<file path="src/rtl/sev_segment_mux_drvr.sv">
// Time-multiplexed seven-segment driver with frame-synchronous double buffering of display data.
// Optional leading-zero suppression (adds lz_blank_in) is enabled by defining SEV_SEG_LZ_BLANK_EN.
module sev_segment_mux_drvr #(
  parameter int NUM_DIGITS     = 4,
  parameter int REFRESH_DIV    = 1000,
  parameter int SEG_ACTIVE_LOW = 0,
  parameter int AN_ACTIVE_LOW  = 0,
  localparam int IDX_W = (NUM_DIGITS > 1) ? $clog2(NUM_DIGITS) : 1
) (
  input  logic                    clk,
  input  logic                    rst,
  input  logic [4*NUM_DIGITS-1:0] hex_digits_in,
  input  logic [NUM_DIGITS-1:0]   dp_in,
  input  logic [NUM_DIGITS-1:0]   blank_in,
  input  logic                    load_in,
`ifdef SEV_SEG_LZ_BLANK_EN
  input  logic                    lz_blank_in,
`endif
  output logic [6:0]              ss_pattern_out,
  output logic                    dp_out,
  output logic [NUM_DIGITS-1:0]   digit_en_out,
  output logic [IDX_W-1:0]        digit_idx_out,
  output logic                    frame_start_out
);

  localparam int PRE_W = (REFRESH_DIV > 1) ? $clog2(REFRESH_DIV) : 1;
  localparam logic [PRE_W-1:0] LAST_PRESC = PRE_W'(REFRESH_DIV - 1);
  localparam logic [IDX_W-1:0] LAST_IDX   = IDX_W'(NUM_DIGITS - 1);

  // Hex nibble to {a,b,c,d,e,f,g}, a in bit 6.
  function automatic logic [6:0] seg_decode(input logic [3:0] nib);
    logic [6:0] seg;
    case (nib)
      4'h0:    seg = 7'h7E;
      4'h1:    seg = 7'h30;
      4'h2:    seg = 7'h6D;
      4'h3:    seg = 7'h79;
      4'h4:    seg = 7'h33;
      4'h5:    seg = 7'h5B;
      4'h6:    seg = 7'h5F;
      4'h7:    seg = 7'h70;
      4'h8:    seg = 7'h7F;
      4'h9:    seg = 7'h73;
      4'hA:    seg = 7'h77;
      4'hB:    seg = 7'h1F;
      4'hC:    seg = 7'h4E;
      4'hD:    seg = 7'h3D;
      4'hE:    seg = 7'h4F;
      4'hF:    seg = 7'h47;
      default: seg = 7'h00;
    endcase
    return seg;
  endfunction

  logic [PRE_W-1:0]        presc_r;
  logic [IDX_W-1:0]        idx_r;
  logic                    first_r;
  logic                    pend_valid_r;
  logic [4*NUM_DIGITS-1:0] pend_hex_r;
  logic [NUM_DIGITS-1:0]   pend_dp_r;
  logic [NUM_DIGITS-1:0]   pend_blank_r;
  logic [4*NUM_DIGITS-1:0] disp_hex_r;
  logic [NUM_DIGITS-1:0]   disp_dp_r;
  logic [NUM_DIGITS-1:0]   disp_blank_r;
`ifdef SEV_SEG_LZ_BLANK_EN
  logic                    pend_lz_r;
  logic                    disp_lz_r;
  logic                    lz_run_s;
`endif

  logic                    presc_wrap_s;
  logic                    boundary_s;
  logic [NUM_DIGITS-1:0]   eff_blank_s;
  logic [NUM_DIGITS-1:0]   onehot_s;
  logic [3:0]              cur_hex_s;
  logic                    cur_dp_s;
  logic                    cur_blank_s;

  logic [6:0]              seg_r;
  logic                    dp_r;
  logic [NUM_DIGITS-1:0]   digit_en_r;
  logic [IDX_W-1:0]        digit_idx_r;
  logic                    frame_start_r;

  // Slot wrap and frame boundary detection (first cycle after reset also counts as a boundary).
  always_comb begin
    presc_wrap_s = (presc_r == LAST_PRESC);
    boundary_s   = first_r | (presc_wrap_s & (idx_r == LAST_IDX));
  end

  // Refresh prescaler, digit index and the pending/display double buffer.
  always_ff @(posedge clk) begin
    if (rst) begin
      presc_r      <= {PRE_W{1'b0}};
      idx_r        <= {IDX_W{1'b0}};
      first_r      <= 1'b1;
      pend_valid_r <= 1'b0;
      pend_hex_r   <= {(4*NUM_DIGITS){1'b0}};
      pend_dp_r    <= {NUM_DIGITS{1'b0}};
      pend_blank_r <= {NUM_DIGITS{1'b0}};
      disp_hex_r   <= {(4*NUM_DIGITS){1'b0}};
      disp_dp_r    <= {NUM_DIGITS{1'b0}};
      disp_blank_r <= {NUM_DIGITS{1'b1}};
`ifdef SEV_SEG_LZ_BLANK_EN
      pend_lz_r    <= 1'b0;
      disp_lz_r    <= 1'b0;
`endif
    end else begin
      first_r <= 1'b0;
      if (presc_wrap_s) begin
        presc_r <= {PRE_W{1'b0}};
        idx_r   <= (idx_r == LAST_IDX) ? {IDX_W{1'b0}} : idx_r + IDX_W'(1);
      end else begin
        presc_r <= presc_r + PRE_W'(1);
      end

      // A load landing on the boundary goes straight to the display and supersedes pending data.
      if (boundary_s && load_in) begin
        disp_hex_r   <= hex_digits_in;
        disp_dp_r    <= dp_in;
        disp_blank_r <= blank_in;
`ifdef SEV_SEG_LZ_BLANK_EN
        disp_lz_r    <= lz_blank_in;
`endif
        pend_valid_r <= 1'b0;
      end else if (boundary_s && pend_valid_r) begin
        disp_hex_r   <= pend_hex_r;
        disp_dp_r    <= pend_dp_r;
        disp_blank_r <= pend_blank_r;
`ifdef SEV_SEG_LZ_BLANK_EN
        disp_lz_r    <= pend_lz_r;
`endif
        pend_valid_r <= 1'b0;
      end else if (load_in) begin
        pend_hex_r   <= hex_digits_in;
        pend_dp_r    <= dp_in;
        pend_blank_r <= blank_in;
`ifdef SEV_SEG_LZ_BLANK_EN
        pend_lz_r    <= lz_blank_in;
`endif
        pend_valid_r <= 1'b1;
      end else begin
        pend_valid_r <= pend_valid_r;
      end
    end
  end

  // Effective blanking and selection of the digit currently being driven.
  always_comb begin
    eff_blank_s = disp_blank_r;
`ifdef SEV_SEG_LZ_BLANK_EN
    // Walk down from the top digit while everything seen so far is a zero nibble without dp.
    lz_run_s = disp_lz_r;
    for (int k = NUM_DIGITS - 1; k >= 0; k--) begin
      lz_run_s       = lz_run_s & (disp_hex_r[4*k +: 4] == 4'h0) & ~disp_dp_r[k];
      eff_blank_s[k] = disp_blank_r[k] | (lz_run_s & (k > 0));
    end
`endif
    onehot_s    = {NUM_DIGITS{1'b0}};
    cur_hex_s   = 4'h0;
    cur_dp_s    = 1'b0;
    cur_blank_s = 1'b1;
    for (int k = 0; k < NUM_DIGITS; k++) begin
      onehot_s[k] = (idx_r == IDX_W'(k));
      cur_hex_s   = onehot_s[k] ? disp_hex_r[4*k +: 4] : cur_hex_s;
      cur_dp_s    = onehot_s[k] ? disp_dp_r[k]         : cur_dp_s;
      cur_blank_s = onehot_s[k] ? eff_blank_s[k]       : cur_blank_s;
    end
  end

  // Output register stage: one cycle behind the index and display register.
  always_ff @(posedge clk) begin
    if (rst) begin
      seg_r         <= 7'h00;
      dp_r          <= 1'b0;
      digit_en_r    <= {NUM_DIGITS{1'b0}};
      digit_idx_r   <= {IDX_W{1'b0}};
      frame_start_r <= 1'b0;
    end else begin
      seg_r         <= cur_blank_s ? 7'h00 : seg_decode(cur_hex_s);
      dp_r          <= cur_dp_s & ~cur_blank_s;
      digit_en_r    <= onehot_s;
      digit_idx_r   <= idx_r;
      frame_start_r <= (idx_r == {IDX_W{1'b0}}) & (presc_r == {PRE_W{1'b0}});
    end
  end

  // Pin polarity is applied after the register so reset leaves every pin at its inactive level.
  assign ss_pattern_out  = (SEG_ACTIVE_LOW != 0) ? ~seg_r      : seg_r;
  assign dp_out          = (SEG_ACTIVE_LOW != 0) ? ~dp_r       : dp_r;
  assign digit_en_out    = (AN_ACTIVE_LOW != 0)  ? ~digit_en_r : digit_en_r;
  assign digit_idx_out   = digit_idx_r;
  assign frame_start_out = frame_start_r;

endmodule

</file>
<file path="config.mk">
export PLATFORM = sky130hd
export DESIGN_NAME = sev_segment_mux_drvr
export DESIGN_NICKNAME = d
export VERILOG_FILES = /design/src/rtl/sev_segment_mux_drvr.sv
export SDC_FILE = /design/constraint.sdc
export NUM_CORES = 1
export LEC_CHECK = 0
export ABC_AREA = 1
export ABC_CLOCK_PERIOD_IN_PS = 2400
export BUFFER_PORTS_ARGS = -buffer_cell sky130_fd_sc_hd__buf_2
export CAP_MARGIN = 30
export CORE_MARGIN = 5
export CORE_UTILIZATION = 52
export DETAILED_ROUTE_END_ITERATION = 8
export GPL_TIMING_DRIVEN = 0
export PLACE_DENSITY_LB_ADDON = 0.12
export SLEW_MARGIN = 20
export SYNTH_ARGS = -nofsm -noshare
export SYNTH_HDL_FRONTEND = slang
export SYNTH_SLANG_ARGS = --single-unit
</file>
<file path="constraint.sdc">
create_clock -name clk -period 2.4 [get_ports clk]
set_clock_uncertainty 0.15 [all_clocks]
set_input_delay 0.48 -clock clk [delete_from_list [all_inputs] [get_ports clk]]
set_output_delay 0.48 -clock clk [all_outputs]
set_load 0.005 [all_outputs]
</file>
==> results_tabular.tex <==
\begin{tabular}{lr}
\hline
Metric & Value \\
\hline
\multicolumn{2}{l}{\textbf{Die}} \\
Die span in y & 94.6 µm \\
Floorplan row count & 30 \\
Starting density of the core & 54.1\% \\
Core ar. & 0.00687 mm² \\
Area enclosed by the die boundary & 0.00894 mm² \\
Die boundary width & 94.6 µm \\
Top-level I/O count & 42 \\
\multicolumn{2}{l}{\textbf{Timing}} \\
Minimum hold slack & 0.0944 ns \\
Hold Fails Final Rpt & 0 \\
Worst slew margin relative to its limit & 64.0\% \\
Final worst path period share & 90.7\% \\
Number of slew-limit violations in the final report & 0 \\
Setup violations, final & 0 \\
FMAX & 460 MHz \\
RSZ-0062 raised after global routing & no \\
Slew of the pin with the lowest slew margin & 0.540 ns \\
Worst setup margin & 0.224 ns \\
Minimum clock period after layout & 2.18 ns \\
\multicolumn{2}{l}{\textbf{Placed design}} \\
Gpl congestion & 0.896 \\
Port Buffers & 40 \\
Cell total after placement & 685 \\
Pre-CTS worst setup slack & -0.129 ns \\
Total cell area at the placement stage & 0.00404 mm² \\
HPWL after detailed placement & 6300 µm \\
\multicolumn{2}{l}{\textbf{Yosys}} \\
Cell area after technology mapping & 0.00372 mm² \\
Cell accounting for the most synthesized area & sky130\_fd\_sc\_hd\_\_dfxtp\_1 \\
Synth top area cells & sky130\_fd\_sc\_hd\_\_dfxtp\_1 (41\%), sky130\_fd\_sc\_hd\_\_nand2\_1 (17\%), sky130\_fd\_sc\_hd\_\_a21oi\_1 (9.7\%) \\
Dominant cell by count in the synthesized netlist & sky130\_fd\_sc\_hd\_\_nand2\_1 \\
Number of nets produced by synthesis & 589 \\
Number of enable-type register cells in the synthesized netlist & 0 \\
Average cell area after synthesis & 6.77 µm² \\
Most used DFF post-synth & sky130\_fd\_sc\_hd\_\_dfxtp\_1 \\
Proportion of netlist area held by the largest area contributor & 41.5\% \\
Cells after synthesis & 549 \\
Sequential fraction of the synthesis area & 41.5\% \\
Async SR Flop Fraction & 0\% \\
Flops \& latches, synth & 77 \\
Most instantiated cells after synthesis & sky130\_fd\_sc\_hd\_\_nand2\_1 (170), sky130\_fd\_sc\_hd\_\_inv\_1 (85), sky130\_fd\_sc\_hd\_\_dfxtp\_1 (77), sky130\_fd\_sc\_hd\_\_a21oi\_1 (72), sky130\_fd\_sc\_hd\_\_nand3\_1 (39) \\
Count of yosys warnings during synthesis & 0 \\
Count of unique library cells instantiated by Yosys & 30 \\
\multicolumn{2}{l}{\textbf{Clock network}} \\
Maximum number of buffers from clock root to sink & 2 \\
Number of buffers added for setup after CTS & 0 \\
TritonCTS clock tree & built \\
Clock sink count & 77 \\
TritonCTS Buffers & 9 \\
Hold-fix buffers at CTS & 0 \\
Root buffer cell & sky130\_fd\_sc\_hd\_\_clkbuf\_8 \\
Clk pin slew, worst setup/hold paths & 0.07 ns \\
H-tree Lvls & 3 \\
Clock latency on the worst-skew pair & 0.35 ns \\
\multicolumn{2}{l}{\textbf{Setup path}} \\
Minimum setup slack among reg-to-reg paths & 0.22 ns \\
Critical path fanouts, max & 6 \\
Launch point of the worst reg-to-reg path & idx\_r[1]\$\_SDFFE\_PP0P\_ \\
Kind of end point of the critical path & flip-flop \\
Worst endpoint data arrival time & 2.30 ns \\
Cell depth of the worst flop-to-flop path & 12 \\
Endpoint of the worst-slack reg-to-reg timing path & ss\_pattern\_out[2]\$\_SDFF\_PP0\_ \\
Start-to-end type of the worst setup path & reg2reg \\
Origin of the worst setup path & idx\_r[1]\$\_SDFFE\_PP0P\_ \\
CP Launch Type & flip-flop \\
Destination of the critical timing path & ss\_pattern\_out[2]\$\_SDFF\_PP0\_ \\
Required time reported for the critical path endpoint & 2.52 ns \\
\multicolumn{2}{l}{\textbf{Cells and area}} \\
Area growth from synthesis to layout & 14.4\% \\
Final design instance area without fill & 0.00425 mm² \\
Antenna Cells & 0 \\
Fill count & 684 \\
\# nets final & 640 \\
Count of non-filler cells in the finished layout & 699 \\
Share of post-route cells with drive strength above 1 & 13.8\% \\
\multicolumn{2}{l}{\textbf{Min path}} \\
Depth of the worst hold-timing path & 1 \\
Hold Path Class & in2reg \\
\multicolumn{2}{l}{\textbf{Routing}} \\
WL final & 8450 µm \\
Per-cell via count in the routed design & 4.91 \\
Wirelength per Cell & 12.1 µm \\
Number of design rule violations left after detail routing & 0 \\
Antenna Nets Post-Route & 0 \\
Number of detailed-route iterations in the first pass & 4 \\
DR vias & 3432 \\
Detailed router's first-iteration violation count & 228 \\
\multicolumn{2}{l}{\textbf{Global routing}} \\
Maximum number of pins on one net before global-route repair & 12 \\
Met2 layer usage reported by global route & 33.3\% \\
Busiest grt layer & met2 \\
GRT Overall Usage & 20.1\% \\
Vias in the first global route & 3014 \\
Wire length of the first global-routing pass & 14000 µm \\
Antenna violations before repair & 0 \\
Met3 Resource Use GR & 5.82\% \\
Global routing usage on met1 & 25.6\% \\
Overflow left after global routing & 0 \\
\multicolumn{2}{l}{\textbf{Power and ir drop}} \\
Internal Dissipation & 2.03 mW \\
Part of the total power dissipated in the clock network & 36.3\% \\
Relative contribution of sequential cells to total power & 50.5\% \\
Power density relative to cell area & 641 mW/mm² \\
Total power consumption of the routed design & 2.73 mW \\
Static leakage & 2.07 nW \\
Share of total power consumed by net switching & 25.5\% \\
Switch Pwr & 694 µW \\
IR Drop Worst-Case VDD & 0.000506 V \\
Combinational cell fraction of total power & 13.3\% \\
\multicolumn{2}{l}{\textbf{Run status}} \\
Result of the run & complete, no violations \\
\multicolumn{2}{l}{\textbf{Flow run}} \\
Maximum Capacitance Violations & 0 \\
\hline
\end{tabular}
-- area by class of cell --
cell class / instances / area (µm²) / area share (%)
multi-input cells: 361 / 1740 / 40.9
flip-flops and latches: 77 / 1540 / 36.3
inverters: 86 / 323 / 7.59
repair buffers: 40 / 200 / 4.71
clock buffers: 13 / 169 / 3.97
plain buffers: 25 / 129 / 3.03
well taps: 96 / 120 / 2.82
clock inverters: 1 / 30.0 / 0.706
-- power by group through the flow --
stage | Clock (mW) | Sequential, mW | Combinational (mW)
after floorplan | 0 | 1.40 | 0.255
after global placement | 0 | 1.40 | 0.350
after detailed placement | 0 | 1.41 | 0.356
after CTS | 1.01 | 1.38 | 0.359
after global routing | 1.08 | 1.38 | 0.413
final | 0.989 | 1.38 | 0.361
-- per-layer routing --
| layer | up-vias | share of wire (%) |
|---|---|---|
| met5 | - | 0 |
| met4 | 0 | 1.4 |
| met3 | 11 | 5.7 |
| met2 | 80 | 47 |
| met1 | 1531 | 46 |
| li1 | 1810 | - |
-- state kept, by name (all words and copies together), names as in the netlist --
| register | flops |
|---|---|
| digit_en_out | 4 |
| disp_hex_r | 16 |
| pend_dp_r | 4 |
| idx_r | 2 |
| digit_idx_out | 2 |
| first_r | 1 |
| disp_blank_r | 4 |
| ss_pattern_out | 7 |
| pend_hex_r | 16 |
| frame_start_out | 1 |
| disp_dp_r | 4 |
| pend_blank_r | 4 |
| dp_out | 1 |
| presc_r | 10 |
| pend_valid_r | 1 |
-- through the flow --
stage                     TNS (ns)  utilization (%)
after CTS                        0             61.7
after floorplan                  0                -
after global placement      -0.235             58.8
final                            0             61.9
after detailed placement    -0.256             58.8
after global routing             0             61.9
-- worst min-delay path by stage --
stage,start,end,slack [ns]
after floorplan,presc_r[0]$_SDFF_PP0_,presc_r[0]$_SDFF_PP0_,0.28
after global placement,presc_r[0]$_SDFF_PP0_,presc_r[0]$_SDFF_PP0_,0.29
after detailed placement,pend_hex_r[3]$_SDFFE_PP0P_,pend_hex_r[3]$_SDFFE_PP0P_,0.30
after CTS,rst,first_r$_DFF_P_,0.09
after global routing,rst,first_r$_DFF_P_,0.08
final,rst,first_r$_DFF_P_,0.09
-- cell usage in the layout (no fill, tap or decap), drive strengths merged --
cell type	instances
buf	56
nand3b	1
o211ai	4
nand4	3
a21oi	72
o21bai	1
dfxtp	77
a21boi	2
o22ai	1
nor2	26
o21ai	14
nor4	2
nand2	175
inv	86
clkbuf	22
o221ai	1
bufinv	1
nor3b	1
nor3	6
ha	13
nand3	39
-- what timing repair did --
action	4_1_cts	5_1_grt
pin swaps	0	0
setup endpoints to repair	5	7
gates resized for setup	1	8
-- cell families (layout without fill, tap and decap cells) --
kind of cell             Yosys count  count (layout)  share of synthesized area, %
AND/OR/NAND/NOR                  253             253                          28.6
AO/OA/AOI/OAI                     95              95                          13.4
buffers and inverters            111             165                          12.2
flip-flops                        77              77                          41.5
adder cells (fa/ha/maj)           13              13                          4.38
-- worst max-delay path: stages, from the launching register on --
cell and delay (ns):
sky130_fd_sc_hd__dfxtp_1 0.36, sky130_fd_sc_hd__inv_1 0.10, sky130_fd_sc_hd__ha_2 0.23, sky130_fd_sc_hd__inv_2 0.10, sky130_fd_sc_hd__nand2_1 0.10, sky130_fd_sc_hd__o21ai_0 0.18
sky130_fd_sc_hd__nand2_1 0.08, sky130_fd_sc_hd__nand2_2 0.11, sky130_fd_sc_hd__inv_1 0.12, sky130_fd_sc_hd__ha_1 0.21, sky130_fd_sc_hd__nand2_1 0.11, sky130_fd_sc_hd__o21ai_0 0.10
sky130_fd_sc_hd__a21oi_1 0.15
No activity file was read; power rests on OpenSTA's default activity.
